## src/rtl/audio_pkg.sv

```systemverilog
// -----------------------------------------------------------------------------
// audio_pkg
// Shared types and helpers for the audio_gain volume stage.
//   sample_t   : signed 16-bit PCM sample
//   GAIN_UNITY : Q1.7 gain code for 1.0
//   SHIFT      : fractional bits of the gain (product >>> SHIFT restores scale)
//   state_t    : multiplier-sharing FSM states
//   sat16()    : scale a 25-bit product back to a sample with clip flag
// -----------------------------------------------------------------------------
package audio_pkg;

    typedef logic signed [15:0] sample_t;

    localparam int GAIN_UNITY = 128;
    localparam int SHIFT      = 7;

    // 16-bit signed sample times 9-bit non-negative gain {1'b0, gain}.
    localparam int PROD_W = 25;

    typedef enum logic [1:0] {
        IDLE  = 2'd0,
        MUL_L = 2'd1,
        MUL_R = 2'd2,
        SAT   = 2'd3
    } state_t;

    typedef struct packed {
        logic    clip;
        sample_t sample;
    } sat_t;

    localparam logic signed [PROD_W-1:0] SAT_MAX = 25'sd32767;
    localparam logic signed [PROD_W-1:0] SAT_MIN = -25'sd32768;

    // Arithmetic shift floors toward minus infinity, so -1 * 0.5 stays -1.
    function automatic sat_t sat16(input logic signed [PROD_W-1:0] prod);
        logic signed [PROD_W-1:0] shifted;
        sat_t                     res;
        shifted = prod >>> SHIFT;
        if (shifted > SAT_MAX) begin
            res.sample = 16'sh7FFF;
            res.clip   = 1'b1;
        end else if (shifted < SAT_MIN) begin
            res.sample = 16'sh8000;
            res.clip   = 1'b1;
        end else begin
            res.sample = shifted[15:0];
            res.clip   = 1'b0;
        end
        return res;
    endfunction

endpackage

```

## src/rtl/audio_gain_ramp.sv

```systemverilog
// -----------------------------------------------------------------------------
// audio_gain_ramp
// Gain slew register. On each i_step_en pulse the current gain moves toward
// i_target by RAMP_STEP, landing exactly on the target rather than overshooting.
// Resets to 0 so every reset yields a fade-in.
//   i_clk_12_288 : audio clock
//   i_reset_n    : asynchronous active-low reset
//   i_target     : gain to approach (already forced to 0 when muted)
//   i_step_en    : one step per accepted frame
//   o_gain_cur   : current gain, Q1.7
// -----------------------------------------------------------------------------
module audio_gain_ramp #(
    parameter int GAIN_W    = 8,
    parameter int RAMP_STEP = 1
) (
    input  logic              i_clk_12_288,
    input  logic              i_reset_n,
    input  logic [GAIN_W-1:0] i_target,
    input  logic              i_step_en,
    output logic [GAIN_W-1:0] o_gain_cur
);

    localparam logic [GAIN_W-1:0] STEP = GAIN_W'(RAMP_STEP);

    logic [GAIN_W-1:0] r_gain;
    logic [GAIN_W-1:0] w_gain_next;

    // NOTE: every combinational output gets a default first so no path leaves
    // it unassigned, which would otherwise infer a latch.
    always_comb begin
        w_gain_next = r_gain;
        if (r_gain < i_target) begin
            w_gain_next = (i_target - r_gain > STEP) ? r_gain + STEP : i_target;
        end else if (r_gain > i_target) begin
            w_gain_next = (r_gain - i_target > STEP) ? r_gain - STEP : i_target;
        end
    end

    always_ff @(posedge i_clk_12_288 or negedge i_reset_n) begin
        if (!i_reset_n) begin
            r_gain <= '0;
        end else if (i_step_en) begin
            r_gain <= w_gain_next;
        end
    end

    assign o_gain_cur = r_gain;

endmodule

```

## src/rtl/audio_gain.sv

```systemverilog
// -----------------------------------------------------------------------------
// audio_gain
// Stereo digital volume stage between i2s rx and i2s tx. Each new frame is
// scaled by a slewed Q1.7 gain (soft mute ramps to 0), saturated to 16 bits.
// One signed multiplier is shared between channels: IDLE -> MUL_L -> MUL_R ->
// SAT, outputs appear four cycles after the accepted strobe edge.
//   i_clk_12_288  : audio clock, only clock
//   i_reset_n     : asynchronous active-low reset
//   i_audio_l/r   : signed samples from i2s rx
//   i_audio_valid : new-frame strobe (level; its rising edge starts a frame)
//   i_gain        : target gain, Q1.7, 128 = unity
//   i_mute        : forces target gain to 0
//   o_audio_l/r   : scaled samples, held between updates
//   o_audio_valid : one-cycle pulse when outputs update
//   o_clip        : pulse with o_audio_valid when either channel saturated
//   o_gain_cur    : gain applied to the most recent frame
// GAIN_W must stay 8: the shared product width in audio_pkg is sized for it.
// -----------------------------------------------------------------------------
module audio_gain
    import audio_pkg::*;
#(
    parameter int GAIN_W    = 8,
    parameter int RAMP_STEP = 1
) (
    input  logic               i_clk_12_288,
    input  logic               i_reset_n,
    input  logic signed [15:0] i_audio_l,
    input  logic signed [15:0] i_audio_r,
    input  logic               i_audio_valid,
    input  logic [GAIN_W-1:0]  i_gain,
    input  logic               i_mute,
    output logic signed [15:0] o_audio_l,
    output logic signed [15:0] o_audio_r,
    output logic               o_audio_valid,
    output logic               o_clip,
    output logic [GAIN_W-1:0]  o_gain_cur
);

    state_t r_state;
    state_t w_state_next;

    logic              r_valid_d;
    sample_t           r_sample_l;
    sample_t           r_sample_r;
    logic signed [PROD_W-1:0] r_prod_l;
    logic signed [PROD_W-1:0] r_prod_r;
    sample_t           r_audio_l;
    sample_t           r_audio_r;
    logic              r_audio_valid;
    logic              r_clip;

    logic              w_edge;
    logic              w_capture;
    logic              w_load_l;
    logic              w_load_r;
    logic              w_load_out;
    logic              w_sel_r;
    logic [GAIN_W-1:0] w_target;
    logic [GAIN_W-1:0] w_gain_cur;
    sample_t           w_mul_sample;
    logic signed [PROD_W-1:0] w_mul_a;
    logic signed [PROD_W-1:0] w_mul_b;
    logic signed [PROD_W-1:0] w_prod;
    sat_t              w_sat_l;
    sat_t              w_sat_r;

    // Rising edge of the strobe, so a level held for several cycles counts once.
    assign w_edge   = i_audio_valid & ~r_valid_d;
    assign w_target = i_mute ? '0 : i_gain;

    // ---------------- FSM: state register ----------------
    // NOTE: sequential state uses non-blocking assignments so every flop
    // samples the pre-edge values, independent of statement order.
    always_ff @(posedge i_clk_12_288 or negedge i_reset_n) begin
        if (!i_reset_n) begin
            r_state <= IDLE;
        end else begin
            r_state <= w_state_next;
        end
    end

    // ---------------- FSM: next state ----------------
    always_comb begin
        w_state_next = r_state;
        case (r_state)
            IDLE:    if (w_edge) w_state_next = MUL_L;
            MUL_L:   w_state_next = MUL_R;
            MUL_R:   w_state_next = SAT;
            SAT:     w_state_next = IDLE;
            default: w_state_next = IDLE;
        endcase
    end

    // ---------------- FSM: outputs ----------------
    always_comb begin
        w_capture  = 1'b0;
        w_load_l   = 1'b0;
        w_load_r   = 1'b0;
        w_load_out = 1'b0;
        w_sel_r    = 1'b0;
        case (r_state)
            IDLE:  w_capture  = w_edge;
            MUL_L: w_load_l   = 1'b1;
            MUL_R: begin
                w_load_r = 1'b1;
                w_sel_r  = 1'b1;
            end
            SAT:   w_load_out = 1'b1;
            default: ;
        endcase
    end

    // ---------------- gain slew ----------------
    // Stepped at capture, so the new gain is already current during MUL_L/MUL_R.
    audio_gain_ramp #(
        .GAIN_W    (GAIN_W),
        .RAMP_STEP (RAMP_STEP)
    ) u_ramp (
        .i_clk_12_288 (i_clk_12_288),
        .i_reset_n    (i_reset_n),
        .i_target     (w_target),
        .i_step_en    (w_capture),
        .o_gain_cur   (w_gain_cur)
    );

    // ---------------- shared multiplier ----------------
    assign w_mul_sample = w_sel_r ? r_sample_r : r_sample_l;
    assign w_mul_a = {{(PROD_W-16){w_mul_sample[15]}}, w_mul_sample};
    // Gain is unsigned: zero-extend so the signed multiply treats it as positive.
    assign w_mul_b = {{(PROD_W-GAIN_W){1'b0}}, w_gain_cur};
    assign w_prod  = w_mul_a * w_mul_b;

    assign w_sat_l = sat16(r_prod_l);
    assign w_sat_r = sat16(r_prod_r);

    // ---------------- datapath ----------------
    always_ff @(posedge i_clk_12_288 or negedge i_reset_n) begin
        if (!i_reset_n) begin
            r_valid_d     <= 1'b0;
            r_sample_l    <= '0;
            r_sample_r    <= '0;
            r_prod_l      <= '0;
            r_prod_r      <= '0;
            r_audio_l     <= '0;
            r_audio_r     <= '0;
            r_audio_valid <= 1'b0;
            r_clip        <= 1'b0;
        end else begin
            r_valid_d     <= i_audio_valid;
            r_audio_valid <= w_load_out;
            r_clip        <= w_load_out & (w_sat_l.clip | w_sat_r.clip);
            if (w_capture) begin
                r_sample_l <= i_audio_l;
                r_sample_r <= i_audio_r;
            end
            if (w_load_l) r_prod_l <= w_prod;
            if (w_load_r) r_prod_r <= w_prod;
            if (w_load_out) begin
                r_audio_l <= w_sat_l.sample;
                r_audio_r <= w_sat_r.sample;
            end
        end
    end

    assign o_audio_l     = r_audio_l;
    assign o_audio_r     = r_audio_r;
    assign o_audio_valid = r_audio_valid;
    assign o_clip        = r_clip;
    assign o_gain_cur    = w_gain_cur;

endmodule

```

## config.mk

```make
export PLATFORM = sky130hd
export DESIGN_NAME = audio_gain
export DESIGN_NICKNAME = d
export VERILOG_FILES = /design/src/rtl/audio_pkg.sv /design/src/rtl/audio_gain_ramp.sv /design/src/rtl/audio_gain.sv
export SDC_FILE = /design/constraint.sdc
export NUM_CORES = 1
export LEC_CHECK = 0
export ABC_CLOCK_PERIOD_IN_PS = 6700
export CAP_MARGIN = 20
export CORE_MARGIN = 4
export CORE_UTILIZATION = 60
export DETAILED_ROUTE_END_ITERATION = 12
export GPL_ROUTABILITY_DRIVEN = 0
export PLACE_DENSITY = 0.82
export SLEW_MARGIN = 15
export SYNTH_ARGS = -nofsm -noshare
export SYNTH_HDL_FRONTEND = slang
export SYNTH_SLANG_ARGS = --single-unit
```

## constraint.sdc

```tcl
create_clock -name i_clk_12_288 -period 6.7 [get_ports i_clk_12_288]
set_input_delay 2.01 -clock i_clk_12_288 [delete_from_list [all_inputs] [get_ports i_clk_12_288]]
set_output_delay 2.01 -clock i_clk_12_288 [all_outputs]
set_load 0.01 [all_outputs]
```

==> results of run 1 <==
[layer usage]
metal	up-vias	part of all wire, %	GRT usage [%]
li1	4197	-	-
met1	4305	43	36.6
met2	376	47	41.4
met3	45	7.7	5.46
met4	2	2.0	7.90
met5	-	0.050	0
[placed cells by master, fill, tap and decap left out, drive strengths merged, types with 4 or more instances in the layout]
cell,n
nand2,223
inv,196
nor2,142
dfrtp,113
fa,103
clkdlybuf4s50,84
ha,68
o21ai,47
mux2,44
o211ai,33
nand2b,24
a21oi,21
nand3,20
clkbuf,20
and2,18
nor3,18
mux2i,17
a21o,13
and3,11
xnor2,11
a211oi,11
o31ai,9
nor2b,8
a31oi,8
buf,8
xor2,7
o21a,6
nand4,5
bufinv,4
a21boi,4
or3,4
clkinv,4
[area by class of cell]
| type | instances | area (µm²) |
|---|---|---|
| clock buffer | 20 | 457 |
| clock inverter | 12 | 180 |
| fill | 1361 | 5480 |
| inverter | 194 | 728 |
| multi-input combinational | 911 | 7100 |
| sequential | 113 | 2830 |
| tap | 229 | 287 |
| timing repair buffer | 92 | 901 |
[critical path: stages (launching register included)]
cell and delay, ns:
dfrtp_1 0.40, inv_1 0.14, ha_2 0.53, mux2i_1 0.60
nor2_1 0.13, fa_1 0.47, fa_1 0.54, fa_1 0.51
inv_1 0.06, fa_1 0.52, inv_1 0.04, ha_1 0.35
a21o_1 0.18, a21o_1 0.18, a21o_1 0.22, o21a_1 0.20
o21ai_2 0.30, o21ai_4 0.16, xor2_1 0.18, mux2_2 0.28
[stage by stage]
stage                     area (µm²)  hold WS, ns
after CTS                      12500        0.496
after global placement         11800        0.476
after global routing           12500        0.532
final                          12500        0.493
after detailed placement       11800        0.482
after floorplan                10900        0.440
[path summary, 6_finish.rpt]
check                                            from                         end  slack [ns]  cells after the start
setup / recovery               r_state[0]$_DFFE_PN0P_    r_prod_l[19]$_DFFE_PN0N_        0.58                     19
hold / removal             r_sample_l[12]$_DFFE_PN0P_  r_sample_l[12]$_DFFE_PN0P_        0.49                      2
setup reg to reg               r_state[0]$_DFFE_PN0P_    r_prod_l[19]$_DFFE_PN0N_        0.58                     19
hold reg to reg            r_sample_l[12]$_DFFE_PN0P_  r_sample_l[12]$_DFFE_PN0P_        0.49                      2
max in group asynchronous                   i_reset_n  r_sample_r[15]$_DFFE_PN0P_        3.91                      2
min in group asynchronous                   i_reset_n   o_audio_r[10]$_DFFE_PN0P_        1.71                      1
[flip-flops by register name (all words and copies together) (netlist names), 2 cells and up]
name,count
o_audio_l,16
o_audio_r,16
r_prod_l,18
r_prod_r,18
r_sample_l,16
r_sample_r,16
r_state,2
u_ramp.o_gain_cur,8
[logic make-up after synthesis]
kind of cell / synth area share (%)
muxes: 6.30
and+or+nand+nor: 19.6
buffers and inverters: 9.17
AOI/OAI and AO/OA: 10.9
DFF: 25.9
adders and majority gates: 26.7
xor gates and xnor gates: 1.44
==> results.md, run 1 <==
Global routing:
- The wire length of the first global-routing pass is approximately 42 mm.
- Summed over all layers, the global routing overflow is 0.
- Entering global routing, the biggest net connects 74 pins.
- The number of global-route vias before repair is between 8000 and 9000.
- The number of antenna violations at the first check in global routing is 1.
- The overall fraction of global-route tracks in use is a little over a quarter.

STA:
- Timing would allow up to between 150 and 200 MHz.
- The clock skew after layout is 0.0138 ns.
- The slew at the pin with the worst max-slew slack is just over 1 ns.
- The number of hold violations in the final report is 0.
- The worst slew margin relative to its limit is 32.4%.
- Counting I/O delays and the setup requirement, the final critical path takes roughly 6 ns.
- The count of endpoints failing setup in the final report is 0.
- Setup repair after global routing left no endpoint under its margin.
- The worst-case setup margin in the final layout is ~0.58 ns.
- The final critical path takes up 91.4% of the cycle.
- The summed negative setup slack over all endpoints is 0 ns.
- The number of max-slew violations in the final report is 0.

Setup path:
- The critical path startpoint category is a flip-flop.
- The data required time of the critical path is around 7 ns.
- The kind of critical path is reg -> reg.
- Data arrives at the worst endpoint at 6.43 ns.
- The maximum fanout encountered on the critical timing path is 18.
- The worst setup path is captured at a flip-flop.

Clock tree:
- The cell chosen for the clock root is clkbuf_16.
- The TritonCTS clock tree is yes.
- The worst-case clock buffer depth is 2.
- The post-cts resize count is 0.
- Buffers inserted during clock tree synthesis total 17.
- The quantity of hold-fixing buffers added after cts is 0.
- The number of sinks on the clock net is between 100 and 150.
- After clock tree synthesis, the clock-pin slew on the worst setup and hold paths is 0.05 ns.
- For the worst-skew pair, the clock arrives at the later sink with an insertion delay of approximately 0.43 ns.
- The H-tree generated during clock tree synthesis spans 4 levels.
- The post-CTS setup buffer count is 0.

Logic synthesis:
- The post-synthesis cell type count is 67.
- The proportion of netlist area held by the largest area contributor is 25.9%.
- The most instantiated library cell after synthesis is nand2_1.
- The number of synthesized flops with an enable pin is 0.
- The gate count after technology mapping is ~1300.
- The part of the Yosys area used for sequential elements is between 20% and 30%.
- The largest total area in the synthesized netlist belongs to dfrtp_1.
- The prevailing post-synth register cell is dfrtp_1.
- When the netlist entered floorplanning its net count stood at around 1500.
- The commonest cells after synthesis are nand2_1, inv_1, nor2_1, dfrtp_1, fa_1.
- The number of warning messages in the yosys log is 0.
- Averaged over all synthesized cells, the footprint is between 8 and 9 µm².
- By area the synthesized netlist is led by dfrtp_1, fa_1, ha_1, nand2_1, inv_1.
- Of all flip-flops after synthesis, the portion carrying an async set or reset was 100%.
- The area of the mapped netlist is 10900 µm².
- The total of flip-flops plus latches after synthesis is around 110.

Layout:
- The filler-free cell count of the finished design is 1571.
- The number of antenna diodes in the final layout is 0.
- The layout overhead on the synthesized area is 14.2%.
- Cells with a size suffix above 1 make up under 10% of the layout.
- The number of nets at the end of the flow is 1544.
- The final core utilization is 69.5%.

Run:
- Across the run, the number of max-cap violations was 0.

Placement:
- The cell total after placement is 1539.
- The worst slack at placement is between 0.6 and 0.7 ns.
- After legalization and detailed placement, the total HPWL measured about 19 mm.
- The number of input and output port buffers inserted is 85.

Min path:
- The worst hold path class is reg -> reg.

Floorplan:
- The die covers just over 20000 µm².
- The y dimension of the die is between 100 and 150 µm.
- The die is about 140 µm wide.
- The I/O pin count is between 80 and 90.
- The initial cell density of the core is 60.8%.
- The floorplan has 49 rows.
- The core region area is around 18000 µm².

Routing:
- The DRC violations left is 0.
- The DRC violation total after the first TritonRoute iteration is approximately 740.
- The mean number of vias per cell is 5.68.
- The remaining antenna violation count is 0.
- The first detailed-routing pass ran for 6 iterations.
- The routed wire length is 25.8 mm.
- The detailed-route wire length per cell is ~16 µm.
- Detailed routing inserted a total of roughly 9000 vias.

Run status:
- The flow ran to the end, and the final reports show no timing, DRC or antenna violations.
Power of run 1 is not shown: default switching activity piles up to over one toggle a cycle in this logic, so the estimate is an artifact.
==> run 2, diff against run 1 <==
--- a/config.mk
+++ b/config.mk
@@ -10,7 +10,7 @@
 export CORE_MARGIN = 4
 export CORE_UTILIZATION = 60
 export DETAILED_ROUTE_END_ITERATION = 12
-export GPL_ROUTABILITY_DRIVEN = 0
+export GPL_ROUTABILITY_DRIVEN = 1
 export PLACE_DENSITY = 0.82
 export SLEW_MARGIN = 15
 export SYNTH_ARGS = -nofsm -noshare
==> run 2 against run 1 <==
Fmax decreased by 1.7%; via count shrank 1.3%; die area stayed put; critical path type unchanged; utilization fell by 0.29 points; count of clock-buffer cells in the layout shrank 3; non-clock buffer count is 1 higher.
==> results.md, run 2 (same netlist as run 1, synthesis figures left out) <==
Setup path:
- Traced cell by cell, the critical path runs through inv_1 > ha_2 > mux2i_1 > nor2_1 > fa_1 > fa_1 > fa_1 > inv_1 > fa_1 > inv_1 > ha_1 > a21o_1 > a21o_1 > a21o_1 > o21a_1 > o21ai_2 > o21ai_4 > xor2_1 > mux2_2.
- The critical path's slowest cell is mux2i_1.
- The most numerous cell on the critical path is fa_1.
- The data required time of the critical path is roughly 7 ns.
- STA classifies the critical path endpoint as a flip-flop.
- The maximum fanout encountered on the critical timing path is 23.
- The critical path startpoint category is a flip-flop.
- By startpoint and endpoint, the worst setup path is classified as reg -> reg.
- The number of cells on the worst reg-to-reg path is 19.
- In this design, the stage delay of the slowest critical-path cell is just over 0.6 ns.
- Data arrives at the worst endpoint at around 6.5 ns.

Clock tree:
- The number of clock buffers added by TritonCTS is 17.
- The TritonCTS clock tree is yes.
- The quantity of hold-fixing buffers added after cts is 0.
- CTS placed an instance of clkbuf_16 at the clock tree root.
- The worst-case clock buffer depth is 2.
- The post-CTS setup buffer count is 0.
- For the worst-skew pair, the clock arrives at the later sink with an insertion delay of approximately 0.43 ns.
- After clock tree synthesis, the clock-pin slew on the worst setup and hold paths is roughly 0.06 ns.
- The number of gates resized after CTS was 0.
- The number of sinks on the clock net is roughly 110.
- The maximum level of the CTS H-tree is 4.

Routing:
- In the final routing, the length of wire on met1 measures between 10 and 15 mm.
- The remaining antenna violation count is 0.
- The detailed-router iteration count before antenna repair is 5.
- After detailed routing, the total wire length is around 25 mm.
- The detailed-routed wire length on met3 is ~1.8 mm.
- The routed length on met2 is 11.7 mm.
- In the routed design, unresolved DRC markers number 0.
- Across all layers, the routed design uses between 8000 and 9000 vias.
- The detailed-route wire length per cell is 16.2 µm.
- In this run, the number of DRC markers left after iteration 0 of detailed routing was between 700 and 800.
- The top routing layer in use is met4.
- The mean number of vias per cell is between 5 and 6.

STA:
- The number of hold violations in the final report is 0.
- Setup violations remaining at the end of the flow were counted as 0.
- The slew at the pin with the worst max-slew slack is 0.988 ns.
- The final critical path takes up 93.0% of the cycle.
- The clock skew after layout is 0.0123 ns.
- Setup repair after global routing left no endpoint under its margin.
- In this run the tightest slew margin relative to its limit is about a third.
- The number of max-slew violations in the final report is 0.
- The highest clock frequency the design can meet is between 150 and 200 MHz.
- The summed negative setup slack over all endpoints is 0 ns.
- Final hold analysis gives a worst-case slack of slightly below 0.5 ns.
- The worst path needs a little over 6 ns of the cycle, external delays included.

Layout:
- The finished cells cover roughly 12000 µm².
- The antenna diode count is 0.
- Leaving out fill and tap cells, the most frequent cell in the layout is nand2_1.
- Of the cells placed in the final design, the portion with a size suffix greater than 1 is 7.67%.
- The library cells used most frequently in the layout, excluding fill and tap cells, are nand2_1, inv_1, nor2_1.
- The number of nets at the end of the flow is roughly 1500.
- The largest registers in the layout are r_prod_l: 18 flops, r_prod_r: 18 flops.
- From synthesis to final layout, the design area changed by 13.8%.
- The number of fillers in the final layout is between 1000 and 1500.

Global routing:
- The number of antenna violations at the first check in global routing came to 0.
- Summed over all layers, the global routing overflow is 0.
- The pin count of the biggest net entering global routing is 74.
- The number of global-route vias before repair is 8679.
- The wire length of the first global-routing pass is 42.3 mm.
- Global routing consumed, over all layers together, about a quarter of the routing resources.

Placement:
- Summing all placed instances gives a cell area of 11900 µm².
- Input and output buffers added on the ports amount to 85.
- At the end of routability-driven placement, the weighted congestion stood at between 0.9 and 1.
- The estimated wirelength of the detail-placed design is around 19 mm.

Floorplan:
- The initial cell density of the core is between 60 and 70%.
- 86 I/O pins were placed.
- The floorplan step set the die height to approximately 140 µm.
- The die covers ~20000 µm².
- In this run the standard cell core region covers 18000 µm².
- Measured along the x axis, the die boundary spans roughly 140 µm.
- The floorplan has around 50 rows.

Run:
- The tool flagged a number of max-cap violations equal to 0.

Min path:
- The worst hold path class is reg -> reg.
- The worst hold path was traced through 2 stages.

Run status:
- The flow ran to the end, and the final reports show no timing, DRC or antenna violations.
[run 2: cell types whose count changed in the layout (fill, tap and decap cells not counted), moves of 2 or more]
| cell | before | now |
|---|---|---|
| inv_6 | 2 | 4 |
| inv_8 | 0 | 3 |
| bufinv_16 | 4 | 1 |
| clkinv_4 | 2 | 4 |
| clkbuf_8 | 2 | 0 |
[run 2: through the flow]
stage | setup WS [ns] | util [%] | instances
2_1_floorplan | 0.744 | - | 1284
3_3_place_gp | 0.724 | 66.0 | 1540
3_5_place_dp | 0.549 | 66.0 | 1540
4_1_cts | 0.518 | 69.2 | 1572
5_1_grt | 0.168 | 69.2 | 1572
6_report | 0.471 | 69.2 | 1572
[run 2: metal layers]
| layer | vias to the layer above | global-route usage, % |
|---|---|---|
| li1 | 4190 | - |
| met1 | 4215 | 36.1 |
| met2 | 354 | 41.4 |
| met3 | 49 | 5.26 |
| met4 | 0 | 8.55 |
| met5 | - | 0 |
[run 2: worst paths after layout]
path                                       startpoint                         end  slack, ns
min in group asynchronous                   i_reset_n    r_prod_r[14]$_DFFE_PN0P_       1.71
hold / removal             r_sample_l[13]$_DFFE_PN0P_  r_sample_l[13]$_DFFE_PN0P_       0.48
hold reg to reg            r_sample_l[13]$_DFFE_PN0P_  r_sample_l[13]$_DFFE_PN0P_       0.48
setup / recovery               r_state[0]$_DFFE_PN0P_    r_prod_l[19]$_DFFE_PN0N_       0.47
max in group asynchronous                   i_reset_n   r_sample_r[7]$_DFFE_PN0P_       3.90
setup reg to reg               r_state[0]$_DFFE_PN0P_    r_prod_l[19]$_DFFE_PN0N_       0.47
[run 2: layout make-up]
cell class	instances	area [µm²]	share of cell area, %
multi-input cells	911	7100	57.1
flip-flops and latches	113	2830	22.8
repair buffers	93	908	7.31
inverters	194	728	5.86
clock buffers	17	425	3.42
well taps	229	287	2.31
clock inverters	15	151	1.22
[run 2: worst max-delay path: cells and delay by family (launching register included)]
family	cells	cell delay (ns)
mux	2	0.90
compound gates	6	1.25
fa+ha+maj	6	2.97
buf+inv	3	0.25
simple gates	1	0.14
xor+xnor	1	0.18
flops	1	0.41
Power of run 2 is left out for the same reason.
==> run 3, diff against run 2 <==
--- a/config.mk
+++ b/config.mk
@@ -12,7 +12,8 @@
 export DETAILED_ROUTE_END_ITERATION = 12
 export GPL_ROUTABILITY_DRIVEN = 1
 export PLACE_DENSITY = 0.82
-export SLEW_MARGIN = 15
+export RECOVER_POWER = 25
+export SLEW_MARGIN = 5
 export SYNTH_ARGS = -nofsm -noshare
 export SYNTH_HDL_FRONTEND = slang
 export SYNTH_SLANG_ARGS = --single-unit
==> run 3 against run 2 <==
The flow now finishes with violations (capacitance limit, slew limit); critical path type unchanged; die area stayed put; non-clock buffer count stayed put; utilization down 0.056 points; sequential cell count stayed put; count of clock-buffer cells in the layout stayed put; fmax is essentially flat; largest cell class unchanged; clock skew hardly changed.
==> results.md, run 3 (same netlist as run 1, synthesis figures left out) <==
Run status:
- The flow ran to the end, but the final reports show violations.
- The checks that failed: capacitance limit, slew limit.

Global routing:
- The met3 track utilization from global routing is 5.26%.
- The overall fraction of global-route tracks in use is a little over a quarter.
- Entering global routing, the biggest net connects 74 pins.
- The number of antenna violations at the first check in global routing is 0.
- In the global route stage, met1 resource usage came out at roughly 36%.
- The first global-routing pass estimated between 40 and 50 mm of wire.
- In this run the most used layer during global routing was met2.
- The routing usage on met2 is about 41%.
- The residual overflow from global routing is 0.
- The number of global-route vias before repair is approximately 8700.

Setup path:
- In this run the worst path has a maximum fanout of 23.
- At the worst endpoint, the arrival time is 6.54 ns.
- The minimum setup slack among reg-to-reg paths is around 0.47 ns.
- The data required time of the critical path is about 7 ns.
- STA classifies the critical path endpoint as a flip-flop.
- The worst setup path is launched from a flip-flop.
- The worst setup path is of the reg -> reg kind.

Floorplan:
- The die width is about 140 µm.
- The initial cell density of the core is roughly 61%.
- The total area inside the core boundary comes to about 18000 µm².
- The floorplan step defined a die boundary enclosing between 20000 and 25000 µm².
- The site row count is slightly below 50.
- The I/O pin count is 86.
- The y dimension of the die is roughly 140 µm.

Layout:
- The library cell used most frequently in the layout, excluding fill and tap cells, is nand2_1.
- The filler-free cell count of the finished design is roughly 1600.
- The antenna diode count is 0.
- The final core utilization is 69.1%.
- The largest registers in the layout are r_prod_l: 18 flops, r_prod_r: 18 flops.
- Counting the fill cells in the layout gives approximately 1400.
- The post-route netlist has about 7.4% of its cells at a drive strength greater than 1.
- In the final design database the tool counted between 1500 and 2000 nets.
- The layout overhead on the synthesized area is 13.7%.
- Leaving out fill and tap cells, the most frequent cells in the layout are nand2_1, inv_1, nor2_1.

STA:
- The final critical-path share of the clock period is between 90 and 100%.
- The worst slew margin relative to its limit is -153%.
- Setup slack closes at 0.471 ns.
- Setup repair after global routing left no endpoint under its margin.
- The clock skew after layout is between 0.01 and 0.015 ns.
- The number of max-slew violations in the final report is ~140.
- The shortest period the worst path allows is approximately 6.2 ns.
- The number of hold violations in the final report is 0.
- Adding up every negative setup slack in the final design gives 0 ns.
- For this run, the top clock speed supported by timing is about 160 MHz.
- The slew at the pin with the worst max-slew slack is roughly 3.8 ns.
- Setup violations remaining at the end of the flow were counted as 0.

Clock tree:
- Clock tree synthesis found a total of between 100 and 150 sinks.
- The root buffer cell chosen for the clock tree is clkbuf_16.
- In this run, post-CTS hold repair placed 0 buffers.
- The maximum level of the CTS H-tree is 4.
- The post-cts resize count is 0.
- The post-CTS setup buffer count is 0.
- After clock tree synthesis, the clock-pin slew on the worst setup and hold paths is around 0.06 ns.
- The clock reaches the later pin of the worst-skew pair after 0.43 ns.
- Counting along the longest clock path gives a buffer depth of 2.
- Buffers inserted during clock tree synthesis total 17.
- The TritonCTS clock tree is yes.

Placement:
- The cell total after placement is between 1500 and 2000.
- The estimated wirelength of the detail-placed design is roughly 19 mm.
- The routability-driven placement congestion ratio is 0.918.
- The number of input and output port buffers inserted is between 80 and 90.
- The worst slack at placement is between 0.5 and 0.6 ns.

Routing:
- The remaining antenna violation count is 0.
- The detailed-router iteration count before antenna repair is 5.
- Across all layers, the routed design uses approximately 9000 vias.
- In the routed design, unresolved DRC markers number 0.
- The detailed router finished its first iteration with 714 violations.
- The detailed-route wire length per cell is about 16 µm.
- The routed design has 25.5 mm of wire.
- Dividing the detail-routed via count by the number of cells gives 5.60.

Run:
- The max-cap check violation count is 2.

Min path:
- The worst hold path class is reg -> reg.
run 3: cell types whose count changed in the layout (fill, tap and decap cells not counted):
cell | previous run | this run
clkdlybuf4s50_1 | 84 | 83
and2_1 | 18 | 17
dlygate4sd3_1 | 0 | 1
ha_2 | 2 | 1
clkbuf_1 | 0 | 2
buf_4 | 9 | 7
and2_0 | 0 | 1
ha_1 | 66 | 67
run 3: stage by stage:
| step | hold slack, ns | cell area (µm²) |
|---|---|---|
| CTS | 0.484 | 12400 |
| finish | 0.481 | 12400 |
| global placement | 0.476 | 11900 |
| floorplan | 0.440 | 10900 |
| global route | 0.521 | 12400 |
| detailed placement | 0.463 | 11900 |
run 3: final cells by class:
type / count / area [µm²] / area share [%]
clock buffers: 17 / 425 / 3.43
well taps: 229 / 287 / 2.31
repair buffers: 93 / 901 / 7.26
inverters: 194 / 728 / 5.86
multi-input cells: 911 / 7100 / 57.2
flip-flops and latches: 113 / 2830 / 22.8
clock inverters: 15 / 151 / 1.22
run 3: path summary, 6_finish.rpt:
check                                      startpoint                          to  cells after the start
setup / recovery               r_state[0]$_DFFE_PN0P_    r_prod_l[19]$_DFFE_PN0N_                     19
hold / removal             r_sample_l[13]$_DFFE_PN0P_  r_sample_l[13]$_DFFE_PN0P_                      2
setup reg to reg               r_state[0]$_DFFE_PN0P_    r_prod_l[19]$_DFFE_PN0N_                     19
hold reg to reg            r_sample_l[13]$_DFFE_PN0P_  r_sample_l[13]$_DFFE_PN0P_                      2
max in group asynchronous                   i_reset_n   o_audio_l[15]$_DFFE_PN0P_                      1
min in group asynchronous                   i_reset_n    r_prod_r[14]$_DFFE_PN0P_                      1
run 3: worst max-delay path, stage by stage, from the launching register on:
cell     delay (ns)
dfrtp_1        0.40
inv_1          0.12
ha_2           0.58
mux2i_1        0.62
nor2_1         0.14
fa_1           0.47
fa_1           0.52
fa_1           0.52
inv_1          0.07
fa_1           0.53
inv_1          0.05
ha_1           0.35
a21o_1         0.18
a21o_1         0.18
a21o_1         0.21
o21a_1         0.20
o21ai_2        0.32
o21ai_4        0.16
xor2_1         0.18
mux2_2         0.28
run 3: metal layers:
| metal | part of all wire (%) | vias to the layer above | routed length [µm] |
|---|---|---|---|
| li1 | - | 4192 | - |
| met1 | 44 | 4209 | 11300 |
| met2 | 46 | 353 | 11600 |
| met3 | 7.3 | 51 | 1850 |
| met4 | 2.5 | 0 | 643 |
| met5 | 0 | - | 0 |
Power of run 3 is left out for the same reason.
